<file path="config.mk">
export PLATFORM = sky130hd
export DESIGN_NAME = fp32_adder_flat
export DESIGN_NICKNAME = d
export VERILOG_FILES = /design/src/rtl/fp32_pkg.sv /design/src/rtl/fp32_adder_if.sv /design/src/rtl/fp32_align_shift.sv /design/src/rtl/fp32_adder.sv /design/src/flat_wrapper.sv
export SDC_FILE = /design/constraint.sdc
export NUM_CORES = 1
export LEC_CHECK = 0
export ABC_AREA = 1
export BUFFER_PORTS_ARGS = -buffer_cell sky130_fd_sc_hd__buf_4
export CORE_MARGIN = 2
export CORE_UTILIZATION = 50
export CTS_CLUSTER_SIZE = 25
export DETAILED_ROUTE_END_ITERATION = 7
export MAX_ROUTING_LAYER = met4
export PLACE_DENSITY = 0.67
export SYNTH_ARGS = -nofsm -noshare
export SYNTH_HDL_FRONTEND = slang
export SYNTH_HIERARCHICAL = 1
export SYNTH_SLANG_ARGS = --single-unit
</file>
<file path="constraint.sdc">
create_clock -name clk -period 5.9 [get_ports clk]
set_clock_uncertainty 0.15 [all_clocks]
set_input_delay 0.295 -clock clk [delete_from_list [all_inputs] [get_ports clk]]
set_output_delay 0.295 -clock clk [all_outputs]
set_load 0.05 [all_outputs]
</file>
<file path="src/rtl/fp32_pkg.sv">
// ---------------------------------------------------------------------------
// fp32_pkg
// Shared types and constants for the single-precision adder: the IEEE-754
// field layout, the adder state encoding and a mantissa unpack helper that
// flushes denormals to zero.
// ---------------------------------------------------------------------------
package fp32_pkg;

  localparam int          EXP_BIAS = 127;
  localparam logic [7:0]  EXP_MAX  = 8'hFF;
  localparam logic [31:0] POS_INF  = 32'h7F80_0000;
  localparam logic [31:0] QNAN     = 32'h7FC0_0000;
  localparam int          MANT_W   = 24;

  typedef struct packed {
    logic        sign;
    logic [7:0]  exp;
    logic [22:0] frac;
  } fp32_fields_t;

  typedef enum logic [2:0] {
    IDLE,
    ALIGN,
    ADD,
    NORM,
    PACK
  } fp32_state_t;

  // Zero exponent means zero: the fraction is ignored, so denormals flush.
  function automatic logic [MANT_W-1:0] unpack_mant(input fp32_fields_t f);
    if (f.exp == 8'd0) begin
      return '0;
    end
    return {1'b1, f.frac};
  endfunction

endpackage

</file>
<file path="src/rtl/fp32_adder_if.sv">
// ---------------------------------------------------------------------------
// fp32_adder_if
// Operand/result bundle of the fp32 adder.
//   A, B   : operands, sampled when En is accepted in IDLE
//   En     : start strobe
//   Sum    : registered result, held until the next result or reset
//   Ready  : one-cycle pulse when Sum updates
// master : the requester driving operands; slave : the adder.
// ---------------------------------------------------------------------------
interface fp32_adder_if;

  logic [31:0] A;
  logic [31:0] B;
  logic        En;
  logic [31:0] Sum;
  logic        Ready;

  modport master (output A, output B, output En, input Sum, input Ready);
  modport slave  (input A, input B, input En, output Sum, output Ready);

endinterface

</file>
<file path="src/rtl/fp32_align_shift.sv">
// ---------------------------------------------------------------------------
// fp32_align_shift
// Combinational alignment shifter for the smaller mantissa.
//   mant_in  : 24-bit mantissa (hidden bit included)
//   shamt    : exponent difference
//   mant_out : mant_in >> shamt, forced to zero once shamt reaches 25
// Shifted-out bits are dropped (truncation, no guard/sticky).
// ---------------------------------------------------------------------------
module fp32_align_shift
  import fp32_pkg::*;
(
  input  logic [MANT_W-1:0] mant_in,
  input  logic [7:0]        shamt,
  output logic [MANT_W-1:0] mant_out
);

  always_comb begin
    mant_out = '0;
    if (shamt < 8'd25) begin
      mant_out = mant_in >> shamt;
    end
  end

endmodule

</file>
<file path="src/rtl/fp32_adder.sv">
// ---------------------------------------------------------------------------
// fp32_adder
// Multi-cycle IEEE-754 single-precision adder. Operands are captured on En
// in IDLE, then walk ALIGN -> ADD -> NORM (one normalize step per cycle) ->
// PACK. Denormals flush to zero, results truncate, overflow saturates to a
// signed infinity. Latency is 4 + (number of left normalize shifts) edges.
//   clk    : rising-edge clock
//   reset  : asynchronous, active-low reset
//   bus    : fp32_adder_if slave (A, B, En in; Sum, Ready out)
// Build option: FP_ADD_SPECIALS_EN treats exponent-255 inputs as NaN/inf
// (NaN or +inf + -inf gives quiet NaN, otherwise infinity propagates).
// Without it those inputs are ordinary numbers in the datapath.
// ---------------------------------------------------------------------------
module fp32_adder (
  input  logic          clk,
  input  logic          reset,
  fp32_adder_if.slave   bus
);

  import fp32_pkg::*;

  fp32_state_t state;
  fp32_state_t state_nxt;

  logic [31:0]       a_r;
  logic [31:0]       b_r;
  fp32_fields_t      a_f;
  fp32_fields_t      b_f;
  fp32_fields_t      lg_f;
  fp32_fields_t      sm_f;
  logic              swap;
  logic [MANT_W-1:0] mant_lg;
  logic [MANT_W-1:0] mant_sm;
  logic [MANT_W-1:0] mant_sm_shifted;
  logic [7:0]        exp_diff;

  logic [MANT_W-1:0] lg_r;
  logic [MANT_W-1:0] sm_r;
  logic              sub_r;
  logic              sign_r;
  logic signed [9:0] exp_r;
  logic [MANT_W:0]   mant_r;
  logic              norm_done;

  logic              spec_hit;
  logic [31:0]       spec_val;
  logic [31:0]       pack_val;
  logic [31:0]       sum_r;
  logic              ready_r;

  // Pick the larger magnitude by raw {exp, frac}; ties keep A. The larger
  // operand sets the reference exponent and the result sign.
  always_comb begin
    a_f      = a_r;
    b_f      = b_r;
    swap     = (b_r[30:0] > a_r[30:0]);
    lg_f     = swap ? b_f : a_f;
    sm_f     = swap ? a_f : b_f;
    mant_lg  = unpack_mant(lg_f);
    mant_sm  = unpack_mant(sm_f);
    exp_diff = lg_f.exp - sm_f.exp;
  end

  fp32_align_shift u_align (
    .mant_in  (mant_sm),
    .shamt    (exp_diff),
    .mant_out (mant_sm_shifted)
  );

  // Normalization stops on a carry (handled by one right shift), on a set
  // hidden bit, or on an all-zero mantissa.
  assign norm_done = mant_r[MANT_W] | mant_r[MANT_W-1] | (mant_r == '0);

`ifdef FP_ADD_SPECIALS_EN
  // Captured operands stay put for the whole operation, so the special-value
  // result is decoded straight from them and simply selected in PACK.
  logic a_nan, b_nan, a_inf, b_inf;

  always_comb begin
    a_nan    = (a_f.exp == EXP_MAX) && (a_f.frac != 23'd0);
    b_nan    = (b_f.exp == EXP_MAX) && (b_f.frac != 23'd0);
    a_inf    = (a_f.exp == EXP_MAX) && (a_f.frac == 23'd0);
    b_inf    = (b_f.exp == EXP_MAX) && (b_f.frac == 23'd0);
    spec_hit = (a_f.exp == EXP_MAX) || (b_f.exp == EXP_MAX);
    spec_val = QNAN;
    if (a_nan || b_nan || (a_inf && b_inf && (a_f.sign != b_f.sign))) begin
      spec_val = QNAN;
    end else if (a_inf) begin
      spec_val = POS_INF | {a_f.sign, 31'd0};
    end else begin
      spec_val = POS_INF | {b_f.sign, 31'd0};
    end
  end
`else
  assign spec_hit = 1'b0;
  assign spec_val = 32'd0;
`endif

  // Final packing: exact cancellation is always +0, then saturation and
  // underflow, otherwise the normalized fields.
  always_comb begin
    pack_val = {sign_r, exp_r[7:0], mant_r[22:0]};
    if (spec_hit) begin
      pack_val = spec_val;
    end else if (mant_r == '0) begin
      pack_val = 32'd0;
    end else if (exp_r >= $signed({2'b00, EXP_MAX})) begin
      pack_val = POS_INF | {sign_r, 31'd0};
    end else if (exp_r <= 10'sd0) begin
      pack_val = {sign_r, 31'd0};
    end
  end

  always_ff @(posedge clk or negedge reset) begin
    if (!reset) begin
      state <= IDLE;
    end else begin
      state <= state_nxt;
    end
  end

  always_comb begin
    state_nxt = state;
    case (state)
      IDLE:    if (bus.En) state_nxt = ALIGN;
      ALIGN:   state_nxt = ADD;
      ADD:     state_nxt = NORM;
      NORM:    if (norm_done || spec_hit) state_nxt = PACK;
      PACK:    state_nxt = IDLE;
      default: state_nxt = IDLE;
    endcase
  end

  // Datapath registers advance with the state; En outside IDLE is ignored
  // because capture only happens in the IDLE branch.
  always_ff @(posedge clk or negedge reset) begin
    if (!reset) begin
      a_r     <= '0;
      b_r     <= '0;
      lg_r    <= '0;
      sm_r    <= '0;
      sub_r   <= 1'b0;
      sign_r  <= 1'b0;
      exp_r   <= '0;
      mant_r  <= '0;
      sum_r   <= '0;
      ready_r <= 1'b0;
    end else begin
      ready_r <= (state == PACK);
      case (state)
        IDLE: begin
          if (bus.En) begin
            a_r <= bus.A;
            b_r <= bus.B;
          end
        end
        ALIGN: begin
          lg_r   <= mant_lg;
          sm_r   <= mant_sm_shifted;
          sub_r  <= lg_f.sign ^ sm_f.sign;
          sign_r <= lg_f.sign;
          exp_r  <= $signed({2'b00, lg_f.exp});
        end
        ADD: begin
          if (sub_r) begin
            mant_r <= {1'b0, lg_r} - {1'b0, sm_r};
          end else begin
            mant_r <= {1'b0, lg_r} + {1'b0, sm_r};
          end
        end
        NORM: begin
          if (mant_r[MANT_W]) begin
            mant_r <= mant_r >> 1;
            exp_r  <= exp_r + 10'sd1;
          end else if (!norm_done) begin
            mant_r <= mant_r << 1;
            exp_r  <= exp_r - 10'sd1;
          end
        end
        PACK: begin
          sum_r <= pack_val;
        end
        default: ;
      endcase
    end
  end

  assign bus.Sum   = sum_r;
  assign bus.Ready = ready_r;

endmodule

</file>
<file path="src/flat_wrapper.sv">
// flat-port wrapper written by rule: the top's interface ports become plain ports
module fp32_adder_flat import fp32_pkg::*;
  (clk, reset, bus_A, bus_B, bus_En, bus_Sum, bus_Ready);
  fp32_adder_if bus_i ();
  input  logic clk;
  input  logic reset;
  input wire logic [$bits(bus_i.A)-1:0] bus_A;
  input wire logic [$bits(bus_i.B)-1:0] bus_B;
  input wire logic [$bits(bus_i.En)-1:0] bus_En;
  output wire logic [$bits(bus_i.Sum)-1:0] bus_Sum;
  output wire logic [$bits(bus_i.Ready)-1:0] bus_Ready;
  assign bus_i.A = bus_A;
  assign bus_i.B = bus_B;
  assign bus_i.En = bus_En;
  assign bus_Sum = bus_i.Sum;
  assign bus_Ready = bus_i.Ready;
  fp32_adder u_core (.clk(clk), .reset(reset), .bus(bus_i));
endmodule
</file>
* Yosys cells after proc, flatten, opt, wreduce, memory -nomap -nowiden *
Cells that the tools add are included.

cells by class
  add/subtract/negate cells = 5
  multipliers = 0
  divide/modulo/power cells = 0
  $lt $le $gt $ge = 4
  eq/ne operators = 7
  shift-type cells = 1
  multiplexer cells = 22
  bitwise gates (word level) = 3
  reduce and logical (&&, ||, !) cells = 10

operators by type and width
  operator               count
  $mux 24                5
  $mux 32                3
  $mux 25                3
  $mux 31                2
  $pmux 25 s2            1
  $gt 31x31->1           1
  $add 24x24->25         1
  $logic_not 25->1       1
  $sub 24x24->25         1
  $shr 24x8->24          1
  $mux 10                2
  $pmux 10 s2            1
  $logic_not 8->1        2
  $pmux 3 s4             1
  $add 10x2->10 const B  1
  $ge 10x9->1 const B    1
  $le 10x1->1 const B    1
  $sub 10x2->10 const B  1
  $lt 8x5->1 const B     1
  $reduce_and 2->1       4
  $sub 8x8->8            1
  $eq 3x2->1 const B     2
  $mux 3                 2
  $reduce_bool 2->1      2
  other kinds (9)        11

storage, ports and cells
  bits in registers = 185
  bits in latches = 0
  RAM bits = 0
  bits in read-only memories = 0
  output and inout port bits = 33
  word-level logic and storage cells = 64
  memories kept = 0

* Logic depth before layout (Yosys ltp) *
  word-level depth = 7
  depth in mapped cells = 36

* By module *
Netlist, hierarchy kept.

modules (own cells, without submodules)
  module            instances  cells each  area an instance (um2)  seq. area each (um2)
  fp32_adder        1          1572        11672.4                 4629.4
  fp32_align_shift  1          302         1395.1                  0.0

* Worst setup path before layout *
OpenSTA, ideal clock, no wires.

  path kind = reg2reg
  from = reg u_core.a_r[25] (netlist: u_core/a_f[25])
  to = reg u_core.sm_r[12]
  library setup time = 66 ps
  arrival time = 3399 ps
  data required time = 5684 ps
  setup slack = 2285 ps
  cell stages (with the launch flop) = 33
  period minus slack after synthesis = 3615 ps
  cells stage by stage = dfrtp_1 inv_1 ha_1 nand2_1 inv_2 nand2_1 nand2_1 nand2_1 nand2_1 a21oi_1 nand2_4 nand2_2 buf_6 buf_6 nand2_1 nand2_2 nand2_1 nand2_1 nand3_1 nand2_1 nand2_1 nand2_1 nand2_1 nor2_2 buf_4 nand2_2 a31oi_4 nand2_4 clkinv_2 nand2_1 a21oi_2 nand2_1 nand2_1

on the way
  elaborated cells between the ends (all ways) = 10

RTL lines
  what                                         line                                            text
  start, declared                              fp32_adder.sv:25                                logic [31:0] a_r;
  start signal, assigned                       fp32_adder.sv:153                               a_r <= bus.A;
  $gt 31x31->1                                 fp32_adder.sv:56                                swap = (b_r[30:0] > a_r[30:0]);
  $mux 32 (on tied branches)                   fp32_adder.sv:57, fp32_adder.sv:58
  $sub 8x8->8 (*)                              fp32_adder.sv:61                                exp_diff = lg_f.exp - sm_f.exp;
  via u_core.exp_diff[7]                       fp32_adder.sv:35                                logic [7:0] exp_diff;
  $shr 24x8->24 or $lt 8x5->1 (tied branches)  fp32_align_shift.sv:20, fp32_align_shift.sv:19
  $mux 24 (*)                                  fp32_align_shift.sv:19                          if (shamt < 8'd25) begin
  via u_core.mant_sm_shifted[12]               fp32_adder.sv:34                                logic [MANT_W-1:0] mant_sm_shifted;
  end signal, assigned                         fp32_adder.sv:159                               sm_r <= mant_sm_shifted;
  end, declared                                fp32_adder.sv:38                                logic [MANT_W-1:0] sm_r;

Mark *: on every way through the listed nets, which the timed path passes. The rest lies on a longest branch.
A chain may end at the register's enable or synchronous reset.

* Worst setup path in the final report *
  from = reg u_core.a_r[25] (netlist: u_core/a_f[25])
  to = reg u_core.sm_r[0]

The elaborated chain is that of the path after synthesis.

==> reports/results.txt <==
initial DRC count: 921
Layout area overhead: 16.4%
DP HPWL: 26,400 um
Tot GR Track Use: 0.271
num ports: 100
nets@finish: 2,119
post-synthesis sequential area ratio: 0.354
fraction of layout cells with a size suffix above 1: 0.103
post-route minimum period: 4.87 ns
Final GP Congestion: 0.972
routed wire length per instance: 15.1 um
Worst setup EP type: register
cell area after synthesis: 0.0131 mm2
routed wl met2: 16,800 um
die area: 0.0274 mm2
Post CTS Setup Buffer Count: 0
Core Area: 0.0258 mm2
commonest non-fill, non-tap cell in the layout: nand2_1
Synth Warn #: 6
Synth Net Count: 2,007
root buf cell: clkbuf_16
type of origin of the critical path: register
routed vias/inst: 5.36
status: completed
DRT met1 WL: 16,500 um
CP peak stage delay: 0.42 ns
Slew @ Worst Pin: 0.957 ns
Routed WL: 35,400 um
Final setup viols: 0
Peak Freq: 0.205 GHz
vias in the first global route: 11,914
largest net degree at the start of global routing: 88
syn avg cell area: 6.97 um2
TritonCTS clock tree: yes
CP max-delay cell: nand2_4
GRT Residual Overflow: 0
synthesized flop and latch total: 185
WL met3: 1430 um
fin. max-slew vios: 0
EDFF count, synth: 0
mux share of post-synthesis cell area: 0.000862
xor/xnor share of the synthesized area: 0.0261
Worst Hold Class: input pin to register
Async SR Flop Fraction: 1.00
Clock Tree Buf Depth: 2
post-synth cell types: 48
Main synth FF type: dfrtp_1
initial antenna violation count: 0
headroom to the max-slew limit: 0.360
drt pass-1 iters: 8
max-cap check violation count: 0
Worst EP arrival: 5.07 ns
largest family of logic cells by synthesized area: simple AND/OR/NAND/NOR gates
RSZ-0062 raised after global routing: no
Fin. Hold Viols: 0
fin crit share: 0.826
via count: 12,499
Req. time, crit path: 6.10 ns
Clk pin slew, worst setup/hold paths: 0.08 ns
uppermost layer routed: met4
Port Buffers: 99
worst-path maximum fanout: 48
Die Span X: 166 um
Synth Area in Simple Gates: 0.284
die height: 166 um
# DRC: 0
Clock Latency Late Sink: 0.44 ns
starting density of the core: 0.506
compound-gate portion of the synthesized area: 0.173
Cells after Synth: 1,874
ANT cells: 0
Crit Path Category: register to register
H-tree levels: 4
Final ANT Viol Nets: 0
CP dominant cell by count: nand2_1
Sink Count: 185
final setup TNS: 0 ns
most frequent cells in the layout: 447 x nand2_1, 215 x inv_1, 192 x nand3_1, 185 x dfrtp_1, 183 x nor2_1
TritonCTS Buffers: 17
row count: 59
Post-Synth Adder-Cell Area: 0.0643
Fill cells: 2,484
global-route wire length before repair: 59,800 um
sequential cells by signal, summed over array words and instances (netlist names):
| name | count |
|---|---|
| u_core/a_f | 32 |
| u_core/b_f | 32 |
| u_core/bus.Sum | 32 |
| u_core/mant_r | 25 |
| u_core/lg_r | 24 |
| u_core/sm_r | 24 |
| u_core/exp_r | 10 |
| u_core/state | 3 |
| u_core/bus.Ready | 1 |
| u_core/sign_r | 1 |
| u_core/sub_r | 1 |
metal layers:
layer  global-route usage  up-vias
li1                     -     6392
met1                0.363     5731
met2                0.441      330
met3               0.0303       46
met4               0.0696        0
met5                    -        -
critical path: cells and delay by family, from the launching register on:
kind | cells | cell delay, ns
AOI/OAI and AO/OA | 1 | 0.10
buffers and inverters | 3 | 0.52
adders and majority gates | 1 | 0.40
and+or+nand+nor | 24 | 3.15
DFF | 1 | 0.41
worst paths after layout:
check	slack (ns)	depth (start not counted)	to	from
hold reg to reg	0.34	2	u_core/mant_r[10]$_DFFE_PN0P_	u_core/mant_r[10]$_DFFE_PN0P_
max in group asynchronous	4.14	3	u_core/lg_r[5]$_DFFE_PN0P_	reset
hold / removal	0.02	3	u_core/a_f[22]$_DFFE_PN0P_	bus_A[22]
setup reg to reg	1.03	29	u_core/sm_r[0]$_DFFE_PN0P_	u_core/a_f[25]$_DFFE_PN0P_
min in group asynchronous	0.20	2	u_core/bus.Sum[26]$_DFFE_PN0P_	reset
setup / recovery	1.03	29	u_core/sm_r[0]$_DFFE_PN0P_	u_core/a_f[25]$_DFFE_PN0P_
logic make-up after synthesis:
logic type / Yosys count
simple gates: 879
compound gates: 395
buf+inv: 309
flops: 185
fa+ha+maj: 66
xor+xnor: 39
mux: 1
area by class of cell:
cell class                 count  area, um2  area share
clock buffer                  17        425      0.0280
clock inverter                15        191      0.0126
inverter                     222        835      0.0549
multi-input combinational   1380       7190       0.473
sequential                   185       4630       0.304
tap                          335        419      0.0276
timing repair buffer         180       1520      0.0998
metrics by stage:
| step | cells | hold WS (ns) | setup WS, ns | utilization | instance area [um2] |
|---|---|---|---|---|---|
| after CTS | 2334 | 0.0241 | 1.11 | 0.589 | 15200 |
| after global placement | 2237 | 0.130 | 1.21 | 0.540 | 13900 |
| after floorplan | 1874 | -0.151 | 2.29 | - | 13100 |
| after global routing | 2334 | 0.0447 | 0.560 | 0.589 | 15200 |
| final | 2334 | 0.0241 | 1.03 | 0.589 | 15200 |
| after detailed placement | 2237 | 0.127 | 1.15 | 0.540 | 13900 |
synth_stat cells (7+ instances only):
cell type	number	area [um2]
a21o_1	8	60.1
a21oi_1	137	686
a21oi_2	20	175
a22oi_1	13	97.6
a31oi_1	11	68.8
buf_2	16	80.1
buf_6	10	113
clkbuf_1	52	195
dfrtp_1	185	4630
ha_1	64	801
inv_1	215	807
nand2_1	448	1680
nand2_2	8	50.1
nand3_1	192	961
nand4_1	9	56.3
nor2_1	183	687
nor3_1	13	65.1
o21ai_0	116	581
o21ai_1	21	105
o221ai_1	7	61.3
o22ai_1	47	294
xnor2_1	12	105
xor2_1	27	236
repair_timing:
action,4_1_cts,5_1_grt
resized for setup,0,0
endpoints found under the hold margin,119,0
hold buffers,65,0
Power is left out: the tool's default activity adds up to more than one toggle a clock period on the data nets, which glitch-free logic cannot reach.
